[config.mk]
export PLATFORM = sky130hd
export DESIGN_NAME = ac_control_unit
export DESIGN_NICKNAME = d
export VERILOG_FILES = /design/src/rtl/ac_control_unit_pkg.sv /design/src/rtl/ac_control_unit_decode.sv /design/src/rtl/ac_control_unit.sv
export SDC_FILE = /design/constraint.sdc
export NUM_CORES = 1
export LEC_CHECK = 0
export ABC_CLOCK_PERIOD_IN_PS = 3310
export BUFFER_PORTS_ARGS = -buffer_cell sky130_fd_sc_hd__buf_2
export CORE_UTILIZATION = 52
export CTS_CLUSTER_DIAMETER = 150
export CTS_CLUSTER_SIZE = 8
export DETAILED_ROUTE_END_ITERATION = 10
export GPL_ROUTABILITY_DRIVEN = 1
export HOLD_SLACK_MARGIN = 0.02
export PLACE_DENSITY = 0.79
export SLEW_MARGIN = 30
export SYNTH_ARGS = -nofsm -noshare
export SYNTH_HDL_FRONTEND = slang
export SYNTH_SLANG_ARGS = --single-unit
[constraint.sdc]
create_clock -name clk_i -period 3.31 [get_ports clk_i]
set_input_delay 0.662 -clock clk_i [delete_from_list [all_inputs] [get_ports clk_i]]
set_output_delay 0.662 -clock clk_i [all_outputs]
set_load 0.02 [all_outputs]
[src/rtl/ac_control_unit_pkg.sv]
// Shared types for the accumulator-machine sequencer: widths, opcodes, ALU ops, FSM states.
package ac_control_unit_pkg;

    localparam int unsigned AW   = 4;
    localparam int unsigned DW   = 8;
    localparam int unsigned OPW  = DW - AW;
    localparam int unsigned ALUW = 3;

    typedef enum logic [1:0] {
        ST_FETCH  = 2'd0,
        ST_DECODE = 2'd1,
        ST_EXEC   = 2'd2,
        ST_HALT   = 2'd3
    } state_e;

    typedef enum logic [OPW-1:0] {
        OP_NOP = 4'h0,
        OP_LDA = 4'h1,
        OP_STA = 4'h2,
        OP_ADD = 4'h3,
        OP_SUB = 4'h4,
        OP_AND = 4'h5,
        OP_OR  = 4'h6,
        OP_NOT = 4'h7,
        OP_JMP = 4'h8,
        OP_JZ  = 4'h9,
        OP_HLT = 4'hF
    } opcode_e;

    typedef enum logic [ALUW-1:0] {
        ALU_ADD  = 3'd0,
        ALU_SUB  = 3'd1,
        ALU_AND  = 3'd2,
        ALU_OR   = 3'd3,
        ALU_NOT  = 3'd4,
        ALU_PASS = 3'd5
    } alu_op_e;

    typedef struct packed {
        logic    mem_rd;
        logic    mem_wr;
        logic    ac_wen;
        logic    ac_sel;
        logic    pc_load;
        alu_op_e alu_op;
    } ctrl_t;

endpackage

[src/rtl/ac_control_unit_decode.sv]
// Combinational control decode: state + IR opcode + AC zero flag -> strobes and PC load.
module ac_control_unit_decode
    import ac_control_unit_pkg::*;
(
    input  state_e           state_i,
    input  logic [OPW-1:0]   opcode_i,
    input  logic             ac_zero_i,
    output ctrl_t            ctrl_o
);

    always_comb begin
        ctrl_o        = '0;
        ctrl_o.alu_op = ALU_PASS;
        case (state_i)
            ST_FETCH: ctrl_o.mem_rd = 1'b1;
            ST_EXEC: begin
                // Undefined opcodes (A-E) fall through to the default and act as NOP.
                case (opcode_e'(opcode_i))
                    OP_LDA: begin
                        ctrl_o.mem_rd = 1'b1;
                        ctrl_o.ac_sel = 1'b1;
                        ctrl_o.ac_wen = 1'b1;
                    end
                    OP_STA: ctrl_o.mem_wr = 1'b1;
                    OP_ADD, OP_SUB, OP_AND, OP_OR: begin
                        ctrl_o.mem_rd = 1'b1;
                        ctrl_o.ac_wen = 1'b1;
                        ctrl_o.alu_op = alu_op_e'(ALUW'(opcode_i - OPW'(3)));
                    end
                    OP_NOT: begin
                        ctrl_o.ac_wen = 1'b1;
                        ctrl_o.alu_op = ALU_NOT;
                    end
                    OP_JMP: ctrl_o.pc_load = 1'b1;
                    OP_JZ:  ctrl_o.pc_load = ac_zero_i;
                    default: ;
                endcase
            end
            default: ;
        endcase
    end

endmodule

[src/rtl/ac_control_unit.sv]
// Fetch/decode/execute sequencer: owns PC, IR and the 3-cycle FSM; drives memory and AC controls.
module ac_control_unit
    import ac_control_unit_pkg::*;
(
    input  logic            clk_i,
    input  logic            rst_i,
    input  logic [DW-1:0]   mem_data_i,
    input  logic            ac_zero_i,
    output logic [AW-1:0]   mem_addr_o,
    output logic            mem_rd_o,
    output logic            mem_wr_o,
    output logic [ALUW-1:0] alu_op_o,
    output logic            ac_sel_o,
    output logic            ac_wen_o,
    output logic [AW-1:0]   pc_o,
    output logic            halt_o
);

    state_e        state_q, state_d;
    logic [AW-1:0] pc_q, pc_d;
    logic [DW-1:0] ir_q, ir_d;
    ctrl_t         ctrl;

    ac_control_unit_decode u_decode (
        .state_i   (state_q),
        .opcode_i  (ir_q[DW-1:AW]),
        .ac_zero_i (ac_zero_i),
        .ctrl_o    (ctrl)
    );

    always_ff @(posedge clk_i) begin
        if (rst_i) begin
            state_q <= ST_FETCH;
            pc_q    <= '0;
            ir_q    <= '0;
        end else begin
            state_q <= state_d;
            pc_q    <= pc_d;
            ir_q    <= ir_d;
        end
    end

    always_comb begin
        state_d = state_q;
        pc_d    = pc_q;
        ir_d    = ir_q;
        case (state_q)
            ST_FETCH: begin
                ir_d    = mem_data_i;
                pc_d    = pc_q + AW'(1);
                state_d = ST_DECODE;
            end
            ST_DECODE: state_d = (ir_q[DW-1:AW] == OP_HLT) ? ST_HALT : ST_EXEC;
            ST_EXEC: begin
                if (ctrl.pc_load) pc_d = ir_q[AW-1:0];
                state_d = ST_FETCH;
            end
            default: ;
        endcase
    end

    // Strobes are forced low during reset so a reset edge never commits a write.
    assign mem_addr_o = (state_q == ST_EXEC) ? ir_q[AW-1:0] : pc_q;
    assign mem_rd_o   = ctrl.mem_rd & ~rst_i;
    assign mem_wr_o   = ctrl.mem_wr & ~rst_i;
    assign ac_wen_o   = ctrl.ac_wen & ~rst_i;
    assign ac_sel_o   = ctrl.ac_sel;
    assign alu_op_o   = ctrl.alu_op;
    assign pc_o       = pc_q;
    assign halt_o     = (state_q == ST_HALT);

endmodule
==> results.tsv, run 1 <==
stage	metric	value	unit
clock_tree	cts.sinks	14	
synth	ys_ff_latch	14	
sta	worstMarginPinSlew	0.7552	ns
synth	synth_fa_ha_area_frac	0.07519	
clock_tree	htreeDepth	1	
synth	synth_xor_area_frac	0	
grt	grt_remaining_overflow	0	
drt	routed_wirelength	1991	µm
status	run_status	finished clean	
grt	use_met3	0.02586	
grt	grtUsageTotal	0.2321	
pwr	vdd_drop_max	0.0002535	V
setup_path	worst_ep_required_time	2.65	ns
floorplanning	fp-row-count	14	
clock_tree	clk_pin_slew	0.09	ns
cells_and_area	final_cell_count_no_fill	152	
synth	ys_warn_count	0	
floorplanning	fp.dieW	42	µm
grt	antenna_found_initial	0	
drt	first_pass_iters	4	
grt	grtUsageMet2	0.3719	
cells_and_area	drive_above_1_share	0.2426	
synth	synth_compound_area_frac	0.2180	
drt	postRouteAntennaNets	0	
floorplanning	coreArea	0.001506	mm²
floorplanning	dieArea	0.001764	mm²
setup_path	critPathMaxFanout	4	
clock_tree	clk_path_buf_depth	2	
clock_tree	root_buffer	clkbuf_4	
synth	avgSynthCellArea	7.363	µm²
sta	setup-violations-final	0	
clock_tree	clock_latency	0.28	ns
placement	gp_congestion	0.8475	
cells_and_area	area_growth	18.50	%
sta	max-slew-margin-rel	0.4955	
grt	busiest_layer	met2	
drt	wl_per_cell	13.10	µm
clock_tree	cts_hold_buf	0	
clock_tree	cts_tree	done	
clock_tree	post_cts_buffers	0	
sta	rsz0062_at_grt	no	
floorplanning	start_util	0.5523	
setup_path	endpoint_kind	output port	
floorplanning	io-pin-count	27	
synth	yosysUniqueCellTypes	28	
drt	vias	869	
clock_tree	numCtsBuffers	3	
setup_path	cp_common_cell	inv_1	
pwr	p_leak	0.4704	nW
synth	synth_top_family_by_area	simple AND/OR/NAND/NOR gates	
drt	viasPerCell	5.717	
cells_and_area	diodes	0	
grt	grt_use_met1	0.3115	
sta	fin_tns_setup	0	ns
setup_path	crit_arrival	2.04	ns
placement	dp_hpwl	1427	µm
run	maxCapViolCount	0	
drt	drc	0	
placement	dp_cells	148	
clock_tree	post_cts_resize_count	0	
synth	yosysTopAreaCell	dfxtp_1	
sta	period_share	0.8171	
drt	drt_iter0_markers	49	
setup_path	crit_type	register to output port	
sta	fmax	0.3697	GHz
worst_hold_path	hold_class	register to register	
setup_path	start_kind	register	
synth	syn_inst	113	
setup_path	crit_slowest_cell	a311oi_1	
synth	synth_nets	129	
sta	hold_viol	0	
sta	slew_violations	0	
setup_path	reg2reg_setup_slack	1.63	ns
grt	grt_pass1_vias	752	
synth	yosysSeqAreaShare	0.3368	
floorplanning	fp.dieH	42	µm
grt	grt_pass1_wl	3174	µm
setup_path	max_stage_delay	0.49	ns
setup_path	crit_path_cell_trace	inv_1, ha_1, inv_1, a311oi_1, mux2i_1, nand2_1, buf_2	
sta	fin_crit	2.705	ns
synth	synth_top_area_share	0.3368	
grt	grt_max_degree	19	
synth	synth_simple_gate_area_share	0.2797	
sta	clock_skew	0.008508	ns
synth	netlist_top_cells_area	dfxtp_1 (34%), nand2_1 (14%), ha_1 (7.5%)	
cells_and_area	final_nets	153	
synth	synthMuxAreaShare	0.02406	
placement	port_buffers	26	
pwr	p_per_area	455.5	mW/mm²
synth	netlist_area	832.0	µm²
==> placed cells by master, fill, tap and decap left out <==
cell type / count
o41ai_4: 1
nand2_1: 30
mux2i_1: 2
inv_1: 5
a32o_1: 1
ha_1: 5
nor2_1: 7
nor3_1: 3
nor2b_1: 2
clkbuf_4: 3
dfxtp_1: 14
inv_2: 1
nand3b_1: 1
a211oi_1: 2
a311oi_1: 3
a21boi_0: 1
buf_2: 26
and2_1: 2
and3_1: 2
a21o_1: 1
clkbuf_8: 1
o21ai_1: 1
o22ai_1: 2
o21ai_0: 2
nor4_1: 1
nand2b_1: 1
or2_2: 1
a21oi_1: 12
nand3_1: 3
==> per-layer routing <==
| metal | part of all wire | vias up |
|---|---|---|
| li1 | - | 434 |
| met1 | 0.47 | 399 |
| met2 | 0.48 | 32 |
| met3 | 0.041 | 4 |
| met4 | 0.0085 | 0 |
| met5 | 0 | - |
==> kinds of logic after synthesis <==
logic type,after synthesis
buffers and inverters,13
AOI/OAI and AO/OA,26
adders and majority gates,5
DFF,14
and+or+nand+nor,53
muxes,2
==> worst paths after layout <==
path,from,end,depth (start not counted)
setup / recovery,ir_q[5],alu_op_o[0],7
hold / removal,ir_q[2],ir_q[2],2
setup reg to reg,ir_q[5],pc_o[2],6
hold reg to reg,ir_q[2],ir_q[2],2
==> power breakdown <==
group          internal, mW  total [mW]  switching [mW]
combinational        0.0449       0.120          0.0748
clock                0.0669       0.124          0.0567
sequential            0.184       0.206          0.0217
==> registers in the layout, indices dropped and copies added, names as in the netlist <==
signal   flops
pc_o         4
state_q      2
ir_q         8
==> stage by stage <==
step	utilization	area [µm²]	setup WS, ns	hold slack [ns]	power (mW)
after floorplan	-	832.0	1.094	0.4317	0.2947
after global placement	0.6304	949.7	1.133	0.4390	0.3224
after detailed placement	0.6304	949.7	0.9405	0.4587	0.3271
after CTS	0.6545	985.9	0.6271	0.4710	0.4493
after global routing	0.6545	985.9	0.4422	0.4958	0.4723
final	0.6545	985.9	0.6053	0.4688	0.4491
==> critical path: cells and delay by family, from the launching register on <==
family	cells	cell delay, ns
buffers and inverters	3	0.33
and+or+nand+nor	1	0.08
DFF	1	0.35
muxes	1	0.28
adders and majority gates	1	0.21
AOI/OAI and AO/OA	1	0.49
==> synthesized netlist by cell type <==
library cell	count
a211oi_1	2
a21boi_0	1
a21o_1	1
a21oi_1	12
a311oi_1	3
a32o_1	1
and2_1	2
and3_1	2
buf_2	5
clkbuf_1	2
dfxtp_1	14
ha_1	5
inv_1	5
inv_2	1
mux2i_1	2
nand2_1	30
nand2b_1	1
nand3_1	3
nand3b_1	1
nor2_1	7
nor2b_1	2
nor3_1	3
nor4_1	1
o21ai_0	2
o21ai_1	1
o22ai_1	2
o41ai_4	1
or2_2	1
==> final cells by class <==
cell class / count / area, µm²
tap: 16 / 20.02
multi-input combinational: 86 / 496.7
timing repair buffer: 26 / 130.1
clock buffer: 4 / 36.28
sequential: 14 / 280.3
inverter: 6 / 22.52
fill: 141 / 520.5
Note: power is estimated with default switching activity, not from simulation.
==> inputs of run 2 (changes only) <==
ABC_CLOCK_PERIOD_IN_PS = 2500   (was 3310)
CORE_UTILIZATION = 48   (was 52)
PLACE_DENSITY = 0.73   (was 0.79)
clock period = 2.5 ns   (was 3.31 ns; I/O delays follow)
==> run 2 against run 1 <==
Net effect: register-to-register slack worse by 0.76 ns; cell area up 1.4%; core utilization down 1.3 points; die area up 7.9%; critical path depth down 1; first-iteration DRC count down 49%; flip-flop and latch count unchanged; final cell count up 0.66%; hold slack worse by 0.027 ns; the flow now finishes with violations (design-rule violations); clock skew down 0.0077 ns; combinational power up 31%.
==> results.tsv, run 2 (synthesis gave the netlist of run 1 again) <==
stage	metric	value	unit	change
drt	drc	3		+3
worst_hold_path	hold_class	primary input to register		
floorplanning	fp.dieH	43.64	µm	+3.9%
grt	grt_pass1_wl	2911	µm	-8.3%
setup_path	endpoint_kind	output port		
clock_tree	numCtsBuffers	3		unchanged
cells_and_area	area_growth	20.15	%	
sta	period_share	0.9330		
sta	worst_hold_slack	0.4413	ns	-0.02742 ns
sta	rsz0062_at_grt	no		
floorplanning	io-pin-count	27		unchanged
placement	gp_congestion	0.8390		-1.0%
setup_path	critPathMaxFanout	4		unchanged
sta	hold_viol	0		unchanged
cells_and_area	seq_area	280.3	µm²	unchanged
sta	max-slew-margin-rel	0.6652		+0.1697
drt	postRouteAntennaNets	0		unchanged
pwr	p_switching	0.2031	mW	+33%
clock_tree	cts.sinks	14		unchanged
drt	routed_wirelength	1784	µm	-10%
floorplanning	coreArea	0.001559	mm²	+3.5%
setup_path	worst_ep_required_time	2.00	ns	-0.65 ns
clock_tree	clk_path_buf_depth	2		unchanged
clock_tree	clk_pin_slew	0.09	ns	about the same
pwr	power.share.sequential	0.457		about the same
pwr	power.internal	0.3941	mW	+33%
cells_and_area	top_register	ir_q		
cells_and_area	largest_reg_flops	8		unchanged
pwr	pwr-share-clk	0.280		+0.005
cells_and_area	final_common_cell	nand2_1		
sta	worstMarginPinSlew	0.5003	ns	-0.2549 ns
cells_and_area	diodes	0		unchanged
worst_hold_path	hold_path_depth	3		+1
status	run_status	complete, but fails checks		
setup_path	crit_slowest_cell	dfxtp_1		
clock_tree	htreeDepth	1		unchanged
cells_and_area	final_cell_mix	nand2_1 (30), buf_2 (26), dfxtp_1 (14), a21oi_1 (12), nor2_1 (7)		
setup_path	reg2reg_setup_slack	0.87	ns	-0.76 ns
pwr	p_comb_frac	0.263		-0.004
setup_path	crit_type	register to output port		
grt	grt_remaining_overflow	0		unchanged
drt	drt_iter0_markers	25		-49%
setup_path	crit_path_cell_trace	ha_1, nor2_1, a311oi_2, mux2i_1, nand2_1, buf_2		
setup_path	reg2reg_to	pc_o[2]		
run	maxCapViolCount	0		unchanged
setup_path	crit_arrival	1.83	ns	-0.21 ns
clock_tree	root_buffer	clkbuf_4		
sta	fin_crit	2.333	ns	
drt	first_pass_iters	7		+3
clock_tree	clock_latency	0.28	ns	about the same
clock_tree	cts_tree	done		
cells_and_area	fill_cells	143		+1.4%
floorplanning	fp-row-count	14		unchanged
clock_tree	post_cts_buffers	0		unchanged
floorplanning	start_util	0.5337		-0.01862
placement	port_buffers	26		unchanged
pwr	switching_share	0.3401		-0.001143
sta	fmax	0.4287	GHz	
drt	viasPerCell	5.379		-5.9%
placement	dp_hpwl	1324	µm	-7.2%
setup_path	r2r.worst_path.cells	6		unchanged
setup_path	max_stage_delay	0.40	ns	-0.09 ns
grt	grt_max_degree	19		unchanged
sta	fin_tns_setup	0	ns	unchanged
cells_and_area	final_nets	154		+0.65%
worst_hold_path	hp-start	mem_data_i[5]		
status	violations	design-rule violations		
pwr	power	0.5972	mW	+33%
setup_path	start_kind	register		
worst_hold_path	hold_path_end	ir_q[5]		
drt	wl_per_cell	11.66	µm	-11%
floorplanning	fp.dieW	43.64	µm	+3.9%
grt	grt_pass1_vias	691		-8.1%
cells_and_area	multi_input_area	503.0	µm²	+1.3%
pwr	p_per_area	597.3	mW/mm²	+31%
sta	setup-violations-final	0		unchanged
pwr	vdd_drop_max	0.0004611	V	+82%
sta	slew_violations	0		unchanged
setup_path	crit-reg2reg-launch	ir_q[5]		
grt	antenna_found_initial	0		unchanged
grt	grtUsageTotal	0.2081		-0.02398
drt	vias	823		-5.3%
cells_and_area	drive_above_1_share	0.2555		+0.01283
pwr	p_leak	0.4771	nW	+1.4%
sta	clock_skew	0.0007602	ns	-0.007748 ns
floorplanning	dieArea	0.001904	mm²	+7.9%
[run 2: cell types whose count changed in the layout (fill, tap and decap cells not counted)]
cell	previous run	this run
a311oi_2	0	1
o21ai_0	2	1
a311oi_1	3	2
buf_4	0	1
o21ai_1	1	2
[run 2: per-stage QoR]
stage | setup slack [ns] | instances | cell area [µm²] | utilization
finish | 0.1674 | 153 | 999.7 | 0.6413
global route | 0.01597 | 153 | 999.7 | 0.6413
CTS | 0.09017 | 153 | 993.5 | 0.6372
detailed placement | 0.4325 | 149 | 957.2 | 0.6140
global placement | 0.5030 | 149 | 957.2 | 0.6140
floorplan | 0.5792 | 113 | 832.0 | -
[run 2: critical path: cells and delay by family (launching register included)]
| kind | cells | cell delay, ns |
|---|---|---|
| adders and majority gates | 1 | 0.24 |
| DFF | 1 | 0.40 |
| buffers and inverters | 1 | 0.18 |
| AOI/OAI and AO/OA | 1 | 0.34 |
| and+or+nand+nor | 2 | 0.15 |
| muxes | 1 | 0.23 |
[run 2: area by class of cell]
| type | instances | share of cell area |
|---|---|---|
| inverter | 6 | 0.02253 |
| clock buffer | 4 | 0.03630 |
| sequential | 14 | 0.2804 |
| multi-input combinational | 86 | 0.5031 |
| tap | 16 | 0.02003 |
| timing repair buffer | 27 | 0.1377 |
[run 2: power by group through the flow]
stage | Combinational, mW | Clock (mW) | Sequential, mW
CTS | 0.155 | 0.173 | 0.272
finish | 0.157 | 0.167 | 0.273
detailed placement | 0.154 | 0 | 0.277
global placement | 0.153 | 0 | 0.276
global route | 0.176 | 0.181 | 0.276
floorplan | 0.118 | 0 | 0.273
[run 2: worst max-delay path by stage]
stage | startpoint | endpoint
after floorplan | ir_q[4] | ac_wen_o
final | ir_q[4] | alu_op_o[0]
after global routing | ir_q[4] | alu_op_o[0]
after global placement | ir_q[5] | alu_op_o[0]
after detailed placement | ir_q[4] | alu_op_o[0]
after CTS | ir_q[4] | alu_op_o[0]
[run 2: metal layers]
layer  track usage  routed length, µm
met1        0.2861                908
met3       0.05000                 84
met2        0.3075                756
met4       0.09375                 34
met5             0                  0
[run 2: what timing repair did]
item,4_1_cts,5_1_grt
hold buffers,0,0
gates resized for setup,0,2
endpoints found under the setup margin,0,1
==> inputs of run 3 (changes only) <==
--- a/config.mk
+++ b/config.mk
@@ -16,2 +16,3 @@
 export PLACE_DENSITY = 0.73
+export RECOVER_POWER = 50
 export SLEW_MARGIN = 30
==> constraint.sdc (replaced) <==
create_clock -name clk_i -period 2.5 [get_ports clk_i]
set_input_delay 0.125 -clock clk_i [delete_from_list [all_inputs] [get_ports clk_i]]
set_output_delay 0.125 -clock clk_i [all_outputs]
set_load 0.02 [all_outputs]
==> run 3 against run 2 <==
Net effect: the flow still finishes with violations (design-rule violations); power is 7.6% lower; sequential share of layout area rose by 0.94 points; sequential power barely moved; highest routed layer unchanged; final cell count down 1.3%; clock skew increased by 0.0011 ns; fmax is 15% higher; global-route usage is 1.6 points lower; core utilization shrank 2.1 points; clock power decreased by 23%; via count is 0.61% higher.
==> results.tsv, run 3 (synthesis gave the netlist of run 1 again) <==
stage	metric	value	unit	change
clock_tree	clock_latency	0.28	ns	about the same
pwr	p_switching	0.1947	mW	-4.1%
clock_tree	cts_hold_buf	0		unchanged
status	violations	design-rule violations		
floorplanning	fp.dieH	43.64	µm	unchanged
grt	antenna_found_initial	0		unchanged
sta	fmax	0.4943	GHz	+15%
cells_and_area	diodes	0		unchanged
floorplanning	coreArea	0.001559	mm²	unchanged
placement	gp_congestion	0.8467		+0.92%
cells_and_area	final_nets	153		-0.65%
floorplanning	start_util	0.5337		unchanged
drt	postRouteAntennaNets	0		unchanged
cells_and_area	final_common_cell	nand2_1		
grt	grt_remaining_overflow	0		unchanged
sta	setup-violations-final	0		unchanged
drt	drc	3		unchanged
clock_tree	clk_path_buf_depth	2		unchanged
setup_path	endpoint_kind	output port		
pwr	p_leak	0.4462	nW	-6.5%
worst_hold_path	hold_class	primary input to register		
clock_tree	htreeDepth	1		unchanged
floorplanning	dieArea	0.001904	mm²	unchanged
setup_path	start_kind	register		
run	maxCapViolCount	0		unchanged
grt	grtUsageTotal	0.1924		-0.01574
sta	max-slew-margin-rel	0.5479		-0.1174
drt	viasPerCell	5.483		+1.9%
cells_and_area	largest_reg_flops	8		unchanged
drt	first_pass_iters	9		+2
clock_tree	clk_pin_slew	0.08	ns	about the same
setup_path	crit_arrival	1.90	ns	+0.07 ns
cells_and_area	drive_above_1_share	0.2074		-0.04807
cells_and_area	postLayoutCoreUtil	0.6204		-0.02087
placement	pre_cts_slack	0.7939	ns	+0.3614 ns
sta	period_share	0.8092		-0.1238
sta	rsz0062_at_grt	no		
floorplanning	io-pin-count	27		unchanged
pwr	power.share.sequential	0.492		+0.035
cells_and_area	final_cell_count_no_fill	151		-1.3%
drt	vias	828		+0.61%
clock_tree	numCtsBuffers	3		unchanged
pwr	p_comb_frac	0.273		+0.010
sta	fin_crit	2.023	ns	-0.3095 ns
placement	port_buffers	26		unchanged
clock_tree	post_cts_resize_count	0		unchanged
sta	fin_tns_setup	0	ns	unchanged
sta	hold_viol	0		unchanged
pwr	vdd_drop_max	0.0003549	V	-23%
status	run_status	complete, but fails checks		
drt	routed_wirelength	1678	µm	-5.9%
worst_hold_path	hold_path_depth	3		unchanged
pwr	p_per_area	570.2	mW/mm²	-4.5%
pwr	pwr-share-clk	0.234		-0.046
drt	drt_iter0_markers	11		-56%
clock_tree	cts.sinks	14		unchanged
drt	wl_per_cell	11.11	µm	-4.7%
cells_and_area	area_growth	16.24	%	
pwr	power.internal	0.3568	mW	-9.5%
setup_path	r2r.worst_path.cells	6		unchanged
grt	grt_pass1_vias	659		-4.6%
grt	grt_pass1_wl	2739	µm	-5.9%
pwr	switching_share	0.3531		+0.01300
setup_path	critPathMaxFanout	4		unchanged
clock_tree	root_buffer	clkbuf_4		
sta	worstMarginPinSlew	0.6768	ns	+0.1766 ns
grt	grt_max_degree	19		unchanged
cells_and_area	final_cell_mix	nand2_1 (30), buf_2 (22), dfxtp_1 (14), a21oi_1 (12), nor2_1 (7)		
setup_path	crit_type	register to output port		
cells_and_area	fill_cells	159		+11%
clock_tree	post_cts_buffers	0		unchanged
placement	dp_hpwl	1251	µm	-5.6%
placement	dp_cells	148		-0.67%
floorplanning	fp-row-count	14		unchanged
clock_tree	cts_tree	done		
cells_and_area	top_register	ir_q		
sta	layout_setup_ws	0.4769	ns	+0.3095 ns
sta	clock_skew	0.001910	ns	+0.001150 ns
sta	slew_violations	0		unchanged
floorplanning	fp.dieW	43.64	µm	unchanged
setup_path	worst_ep_required_time	2.38	ns	+0.38 ns
run 3: cell types whose count changed in the layout (fill, tap and decap cells not counted), sizes merged:
cell,previous run,this run
buf,27,22
clkbuf,4,7
run 3: area by class of cell:
class,count,area (µm²),area share
clock buffers,3,22.52,0.02329
inverters,6,22.52,0.02329
multi-input cells,86,496.7,0.5136
flip-flops and latches,14,280.3,0.2898
well taps,16,20.02,0.02070
repair buffers,26,125.1,0.1294
run 3: layer usage:
layer | track usage | vias to the layer above | part of all wire
met5 | 0 | - | 0
met4 | 0.09375 | 0 | 0.014
met3 | 0.03750 | 4 | 0.071
met2 | 0.2925 | 34 | 0.44
met1 | 0.2604 | 361 | 0.47
li1 | - | 429 | -
run 3: path summary, 6_finish.rpt:
check,from,endpoint,slack (ns)
worst max register to register,ir_q[5],pc_o[2],0.85
worst min-delay path,mem_data_i[5],ir_q[5],0.07
worst max-delay path,ir_q[5],alu_op_o[0],0.48
worst min register to register,ir_q[3],ir_q[3],0.47
run 3: worst max-delay path, stage by stage (launching register included):
cell and delay, ns:
dfxtp_1 0.35, inv_1 0.09, ha_1 0.21, inv_1 0.05, a311oi_1 0.43, mux2i_1 0.23, nand2_1 0.06, buf_2 0.19
run 3: metrics by stage:
stage	power (mW)	hold slack [ns]	instance area (µm²)
2_1_floorplan	0.3902	0.2610	832.0
3_3_place_gp	0.4269	0.3652	949.7
3_5_place_dp	0.4294	0.3700	949.7
4_1_cts	0.5569	0.06970	972.2
5_1_grt	0.5857	0.07438	967.2
6_report	0.5515	0.07315	967.2
run 3: power groups by stage:
stage          Combinational, mW  Clock (mW)  Sequential, mW
3_3_place_gp               0.151           0           0.276
3_5_place_dp               0.153           0           0.277
4_1_cts                    0.154       0.132           0.271
5_1_grt                    0.169       0.141           0.276
2_1_floorplan              0.118           0           0.273
6_report                   0.151       0.129           0.272
